### src/rtl/vram_pkg.sv
// Shared types for the VRAM arbiter: read-side FSM states and the default
// posted-write entry layout (13-bit word address, 16-bit word).
package vram_pkg;

  typedef enum logic [1:0] {
    R_IDLE,
    R_WAIT,
    R_DATA
  } rd_state_t;

  localparam int VRAM_ADDR_W = 13;
  localparam int VRAM_DATA_W = 16;

  typedef struct packed {
    logic [VRAM_ADDR_W-1:0] addr;
    logic [VRAM_DATA_W-1:0] data;
  } wq_entry_t;

endpackage

### src/rtl/vram_write_queue.sv
// Circular posted-write FIFO (head/tail pointers with a wrap bit) with a
// youngest-match address lookup over the valid entries.
module vram_write_queue
  import vram_pkg::*;
#(
  parameter int  ADDR_W  = VRAM_ADDR_W,
  parameter int  DATA_W  = VRAM_DATA_W,
  parameter int  DEPTH   = 4,
  parameter type entry_t = wq_entry_t
) (
  input  logic              clk,
  input  logic              reset,
  input  logic              i_push,
  input  entry_t            i_push_ent,
  input  logic              i_pop,
  output entry_t            o_head,
  output logic              o_full,
  output logic              o_empty,
  input  logic [ADDR_W-1:0] i_lookup_addr,
  output logic              o_hit,
  output logic [DATA_W-1:0] o_hit_data
);

  localparam int PW = $clog2(DEPTH);
  localparam int CW = PW + 1;

  entry_t          r_mem [DEPTH];
  logic [PW:0]     r_head;
  logic [PW:0]     r_tail;
  logic [PW:0]     w_count;

  assign w_count = r_tail - r_head;
  assign o_empty = (r_head == r_tail);
  assign o_full  = (r_head[PW] != r_tail[PW]) && (r_head[PW-1:0] == r_tail[PW-1:0]);
  assign o_head  = r_mem[r_head[PW-1:0]];

  always_ff @(posedge clk or posedge reset) begin
    if (reset) begin
      r_head <= '0;
      r_tail <= '0;
    end else begin
      if (i_push && !o_full) r_tail <= r_tail + 1'b1;
      if (i_pop && !o_empty) r_head <= r_head + 1'b1;
    end
  end

  always_ff @(posedge clk) begin
    if (i_push && !o_full) r_mem[r_tail[PW-1:0]] <= i_push_ent;
  end

  // Walk oldest to youngest so the last match wins.
  always_comb begin
    o_hit      = 1'b0;
    o_hit_data = '0;
    for (int k = 0; k < DEPTH; k++) begin
      if ((CW'(k) < w_count) &&
          (r_mem[PW'(r_head[PW-1:0] + PW'(k))].addr == i_lookup_addr)) begin
        o_hit      = 1'b1;
        o_hit_data = r_mem[PW'(r_head[PW-1:0] + PW'(k))].data;
      end
    end
  end

endmodule

### src/rtl/vram_arbiter.sv
// Single-port VRAM arbiter: pixel fetches win every slot, CPU writes are
// posted into a small queue, CPU reads forward from the queue or go to RAM.
//
// state  | meaning
// R_IDLE | no CPU read outstanding; reads may be accepted
// R_WAIT | miss latched, waiting for a slot without p_read
// R_DATA | RAM read issued last cycle; capture mem_dout
module vram_arbiter
  import vram_pkg::*;
#(
  parameter int ADDR_W   = 13,
  parameter int DATA_W   = 16,
  parameter int WQ_DEPTH = 4
) (
  input  logic              clk,
  input  logic              reset,
  input  logic              p_read,
  input  logic [ADDR_W-1:0] p_addr,
  output logic [DATA_W-1:0] p_dout,
  output logic              p_valid,
  input  logic              s_write,
  input  logic              s_read,
  input  logic [ADDR_W-1:0] s_addr,
  input  logic [DATA_W-1:0] s_din,
  output logic [DATA_W-1:0] s_dout,
  output logic              s_valid,
  output logic              s_busy,
  output logic [ADDR_W-1:0] mem_addr,
  output logic              mem_we,
  output logic [DATA_W-1:0] mem_din,
  input  logic [DATA_W-1:0] mem_dout
);

  typedef struct packed {
    logic [ADDR_W-1:0] addr;
    logic [DATA_W-1:0] data;
  } entry_t;

  rd_state_t         r_state;
  rd_state_t         w_state_nxt;
  logic [ADDR_W-1:0] r_rd_addr;
  logic              r_p_valid;
  logic              r_s_valid;
  logic [DATA_W-1:0] r_s_dout;

  entry_t            w_push_ent;
  entry_t            w_head;
  logic              w_full;
  logic              w_empty;
  logic              w_hit;
  logic [DATA_W-1:0] w_hit_data;
  logic              w_busy;
  logic              w_wr_acc;
  logic              w_rd_acc;
  logic              w_drain;

  assign w_busy     = w_full || (r_state != R_IDLE);
  assign w_wr_acc   = s_write && !w_busy;
  assign w_rd_acc   = s_read && !s_write && !w_busy;
  // A waiting CPU read takes the slot ahead of the queue; any queued data
  // for that address would already have been forwarded.
  assign w_drain    = !p_read && (r_state != R_WAIT) && !w_empty;
  assign w_push_ent = '{addr: s_addr, data: s_din};

  vram_write_queue #(
    .ADDR_W  (ADDR_W),
    .DATA_W  (DATA_W),
    .DEPTH   (WQ_DEPTH),
    .entry_t (entry_t)
  ) u_wq (
    .clk           (clk),
    .reset         (reset),
    .i_push        (w_wr_acc),
    .i_push_ent    (w_push_ent),
    .i_pop         (w_drain),
    .o_head        (w_head),
    .o_full        (w_full),
    .o_empty       (w_empty),
    .i_lookup_addr (s_addr),
    .o_hit         (w_hit),
    .o_hit_data    (w_hit_data)
  );

  always_comb begin
    mem_addr = '0;
    mem_we   = 1'b0;
    mem_din  = '0;
    if (p_read) begin
      mem_addr = p_addr;
    end else if (r_state == R_WAIT) begin
      mem_addr = r_rd_addr;
    end else if (w_drain) begin
      mem_addr = w_head.addr;
      mem_din  = w_head.data;
      mem_we   = 1'b1;
    end
  end

  always_comb begin
    w_state_nxt = r_state;
    case (r_state)
      R_IDLE:  if (w_rd_acc && !w_hit) w_state_nxt = R_WAIT;
      R_WAIT:  if (!p_read) w_state_nxt = R_DATA;
      R_DATA:  w_state_nxt = R_IDLE;
      default: w_state_nxt = R_IDLE;
    endcase
  end

  always_ff @(posedge clk or posedge reset) begin
    if (reset) begin
      r_state   <= R_IDLE;
      r_rd_addr <= '0;
      r_p_valid <= 1'b0;
      r_s_valid <= 1'b0;
      r_s_dout  <= '0;
    end else begin
      r_state   <= w_state_nxt;
      r_p_valid <= p_read;
      r_s_valid <= 1'b0;
      if (w_rd_acc) begin
        if (w_hit) begin
          r_s_dout  <= w_hit_data;
          r_s_valid <= 1'b1;
        end else begin
          r_rd_addr <= s_addr;
        end
      end
      if (r_state == R_DATA) begin
        r_s_dout  <= mem_dout;
        r_s_valid <= 1'b1;
      end
    end
  end

  assign p_dout  = mem_dout;
  assign p_valid = r_p_valid;
  assign s_dout  = r_s_dout;
  assign s_valid = r_s_valid;
  assign s_busy  = w_busy;

endmodule

### config.mk
export PLATFORM = sky130hd
export DESIGN_NAME = vram_arbiter
export DESIGN_NICKNAME = d
export VERILOG_FILES = /design/src/rtl/vram_pkg.sv /design/src/rtl/vram_write_queue.sv /design/src/rtl/vram_arbiter.sv
export SDC_FILE = /design/constraint.sdc
export NUM_CORES = 1
export LEC_CHECK = 0
export CAP_MARGIN = 10
export CORE_UTILIZATION = 45
export CTS_CLUSTER_SIZE = 8
export DETAILED_ROUTE_END_ITERATION = 16
export PLACE_DENSITY = 0.64
export SETUP_SLACK_MARGIN = 0.4
export SYNTH_ARGS = -nofsm -noshare
export SYNTH_HDL_FRONTEND = slang
export SYNTH_SLANG_ARGS = --single-unit
### constraint.sdc
create_clock -name clk -period 5.57 [get_ports clk]
set_input_delay 0.557 -clock clk [delete_from_list [all_inputs] [get_ports clk]]
set_output_delay 0.557 -clock clk [all_outputs]
set_load 0.02 [all_outputs]
==> results.txt <==
The flow ran to the end, and the final reports show no timing, DRC or antenna violations. Hold repair after CTS inserted 0 buffers. The worst-case headroom to the max-slew limit came out at 0.2922. Counting instances, the worst hold path has a depth of 1. Compared with the post-synthesis result, the final layout area differs by 19.14%. The number of setup buffers added after CTS is 0.

The slew of the pin with the lowest slew margin is 1062 ps. The final worst-path cycle share is 0.8303. Dividing total power by cell area gives a power density of 565.2 nW/µm².

After global routing the overflow that remains totals 0. The global-route wire length before repair came out at 36370 µm. The critical path class is reg2reg. Averaged over all synthesized cells, the footprint is 14.83 µm². The net switching fraction of the power came out at 0.3795. Clock tree synthesis found a total of 155 sinks.

After clock tree synthesis, the clock-pin slew on the worst setup and hold paths is about 70 ps. The worst-case clock buffer depth is 2. The maximum number of pins on one net before global-route repair is between 60 and 70. Dividing the detail-routed via count by the number of cells gives 6.244. For this block, the via count after detailed routing is 6488. STA classifies the critical path startpoint as a flop.

Clock latency on the worst-skew pair, taken at its later pin, is about 430 ps. Setup violations remaining at the end of the flow were counted as 0. The number of buffers created by CTS is 17. The number of global-route vias before repair was 6500. The area of the core came out at 21290 µm². The post-placement cell count came out at slightly above 1000. Derived from the worst setup path, the maximum achievable clock frequency is 216.2 MHz.

The path class of the lowest-slack min-delay path is reg2reg. The library cells used most frequently in the layout, excluding fill and tap cells, are sky130_fd_sc_hd__clkdlybuf4s50_1, sky130_fd_sc_hd__edfxtp_1, sky130_fd_sc_hd__mux4_2. Summed over all nets, the half-perimeter wirelength after detailed placement is 16110 µm. The count of placed standard cells in the final layout, fillers left out is ~1000.

The combined flip-flop and latch cell area came out at 4464 µm². The final wirelength is 23980 µm. Counting every instance in the synthesized netlist gives 667.

The number of standard-cell rows in the floorplan came out at 53. The clock skew came out at 8.777 ps. The number of antenna violations at the first check in global routing came out at 0.

The number of remaining DRC errors came out at 0. The synthesized design contains 155 register bits. The die outline height is 150.2 µm. For this design the top-level I/O count stands at 128. The total number of H-tree levels came out at 4.

The effective utilization at floorplan is 0.4646. The post-cts repair resize count came out at 0. The max-cap check violation count is 0. Setup repair after global routing left no endpoint under its margin.

The count of final max-slew check failures came out at 0. The distinct cell type count of the synthesized netlist is 52. The worst-case IR drop observed on VDD is approximately 0.00042 V. STA classifies the critical path endpoint as a flop. Leaving out fill and tap cells, the most frequent cell in the layout is sky130_fd_sc_hd__clkdlybuf4s50_1. The share of total power dissipated in the clock network is 0.166. The total negative setup slack is 0 ps. The x dimension of the die came out at 150.2 µm. The pre-antenna-repair detailed-routing pass consisted of 5 iterations. During synthesis, Yosys emitted a total of 0 warnings.

The cell leakage power is 4.060 nW. Counting cells, the worst reg-to-reg path comes to 9. The combinational group share of total power came out at 0.546. The final layout net count is a little over 800.

The number of antenna-violating nets in the routed design came out at 0. The detailed router finished its first iteration with 428 violations. The congestion estimate from routability-driven global placement came to 0.8442. The largest fanout on the critical path is 46. The synthesized cell area came out at 9889 µm². The sequential power share is 0.288. The multi-input gate area in the final layout is around 5000 µm². The cell internal power dissipation is 0.004132 W. The final-report hold violation count is 0. The time the worst path needs with I/O delays and setup came out at 4625 ps. The required time of the critical path came out at 5900 ps.

The part of the Yosys area used for sequential elements came out at 0.4509. After filler insertion, the fill cell instance count of the layout stands at 1695. After detailed routing, the average wire length per cell comes to 23.08 µm. The share of cells above drive strength 1 came out at 0.2709. The total nets after synthesis came out at 738.

TritonCTS built the clock tree. The floorplan step defined a die boundary enclosing 22570 µm². The power spent charging and discharging nets came out at 0.002527 W. The root buffer cell chosen for the clock tree is sky130_fd_sc_hd__clkbuf_16. The arrival time of data at the critical path endpoint came out at 4960 ps. The global router's overall resource usage came out at 0.2208. The number of antenna repair diodes came out at 0. During placement, the flow inserted port buffers numbering 127.
-- routing by layer --
metal  part of all wire  global-route usage
met1               0.39              0.2726
met2               0.53              0.3903
met3              0.053             0.03273
met4              0.021             0.08586
met5                  0                   0
-- sequential cells by signal (all words and copies together), names as in the netlist --
signal	cells
u_wq.r_tail	3
r_state	2
p_valid	1
s_dout	16
s_valid	1
u_wq.r_head	3
r_rd_addr	13
u_wq.r_mem	116
-- synth_stat cells, drive strengths merged --
library cell,count,area share
nor4,5,0.0038
fa,1,0.0020
nand3b,1,0.00076
nand3,4,0.0033
o22ai,16,0.010
inv,17,0.0065
or2,2,0.0013
nand2,18,0.0068
a222oi,9,0.0091
a31o,1,0.00089
and2b,2,0.0018
nor2b,17,0.011
dfrtp,39,0.099
and2,32,0.020
a211oi,16,0.017
o32ai,1,0.00089
a2111o,1,0.0011
clkinv,1,0.00038
o2111ai,2,0.0018
xnor2,37,0.033
edfxtp,116,0.35
o21ai,2,0.0010
a21oi,4,0.0020
nor3b,1,0.00076
nand2b,2,0.0013
nand4,7,0.0044
a31oi,1,0.0022
mux4,108,0.25
xor2,24,0.021
mux2,31,0.039
a22oi,4,0.0030
a21bo,1,0.0010
xnor3,1,0.0023
buf,54,0.035
nor3,36,0.018
a311o,1,0.0010
and3,4,0.0025
mux2i,16,0.016
nor2,3,0.0011
a2111oi,1,0.0028
ha,7,0.0089
clkbuf,21,0.0080
-- worst paths after layout --
check	startpoint	endpoint	slack, ps
worst min register to register	r_rd_addr[4]$_DFFE_PP0P_	r_rd_addr[4]$_DFFE_PP0P_	510
worst min-delay path	r_rd_addr[4]$_DFFE_PP0P_	r_rd_addr[4]$_DFFE_PP0P_	510
worst max register to register	u_wq.r_head[0]$_DFFE_PP0P_	s_dout[2]$_DFFE_PP0P_	950
worst max-delay path	u_wq.r_head[0]$_DFFE_PP0P_	s_dout[2]$_DFFE_PP0P_	950
max in group asynchronous	reset	u_wq.r_head[0]$_DFFE_PP0P_	4100
min in group asynchronous	reset	p_valid$_DFF_PP0_	710
-- power groups by stage --
stage               Clock [W]  Sequential, W  Combinational, W
floorplan                   0        0.00182           0.00276
global placement            0        0.00191           0.00361
detailed placement          0        0.00194           0.00366
CTS                   0.00113        0.00192           0.00368
global route          0.00117        0.00197           0.00388
finish                0.00111        0.00192           0.00363
-- critical path, stage by stage (launching register included) --
cell and delay, ps:
sky130_fd_sc_hd__dfrtp_4 910, sky130_fd_sc_hd__ha_4 550, sky130_fd_sc_hd__mux4_2 580, sky130_fd_sc_hd__xor2_1 160
sky130_fd_sc_hd__a2111o_1 430, sky130_fd_sc_hd__a2111oi_4 410, sky130_fd_sc_hd__nand3_4 400, sky130_fd_sc_hd__a31oi_4 720
sky130_fd_sc_hd__nor3_1 100, sky130_fd_sc_hd__nor3_1 240
-- metrics by stage --
stage	total power (W)	hold WS (ps)	worst slack, ps	utilization	instance area, µm²
after floorplan	0.004585	480.2	1450	-	9889
after global placement	0.005523	489.7	1042	0.5271	11220
after detailed placement	0.005601	496.6	929.8	0.5271	11220
after global routing	0.007020	518.9	674.7	0.5535	11780
after CTS	0.006723	510.5	890.3	0.5535	11780
final	0.006659	509.4	945.4	0.5535	11780
-- final cells by class --
type / count / area share
inverter: 18 / 0.005734
clock buffer: 17 / 0.03610
multi-input combinational: 419 / 0.4216
clock inverter: 14 / 0.01168
timing repair buffer: 141 / 0.1168
sequential: 155 / 0.3789
tap: 275 / 0.02920
-- cells by family (layout without fill, tap and decap cells) --
logic type | after synthesis | in the layout | share of synthesized area
and+or+nand+nor | 134 | 134 | 0.07705
DFF | 155 | 155 | 0.4509
AOI/OAI and AO/OA | 60 | 60 | 0.05415
adders and majority gates | 8 | 8 | 0.01088
xor gates and xnor gates | 62 | 62 | 0.05630
buffers and inverters | 93 | 190 | 0.04947
muxes | 155 | 155 | 0.3012
Power figures use the tool's default switching activity.
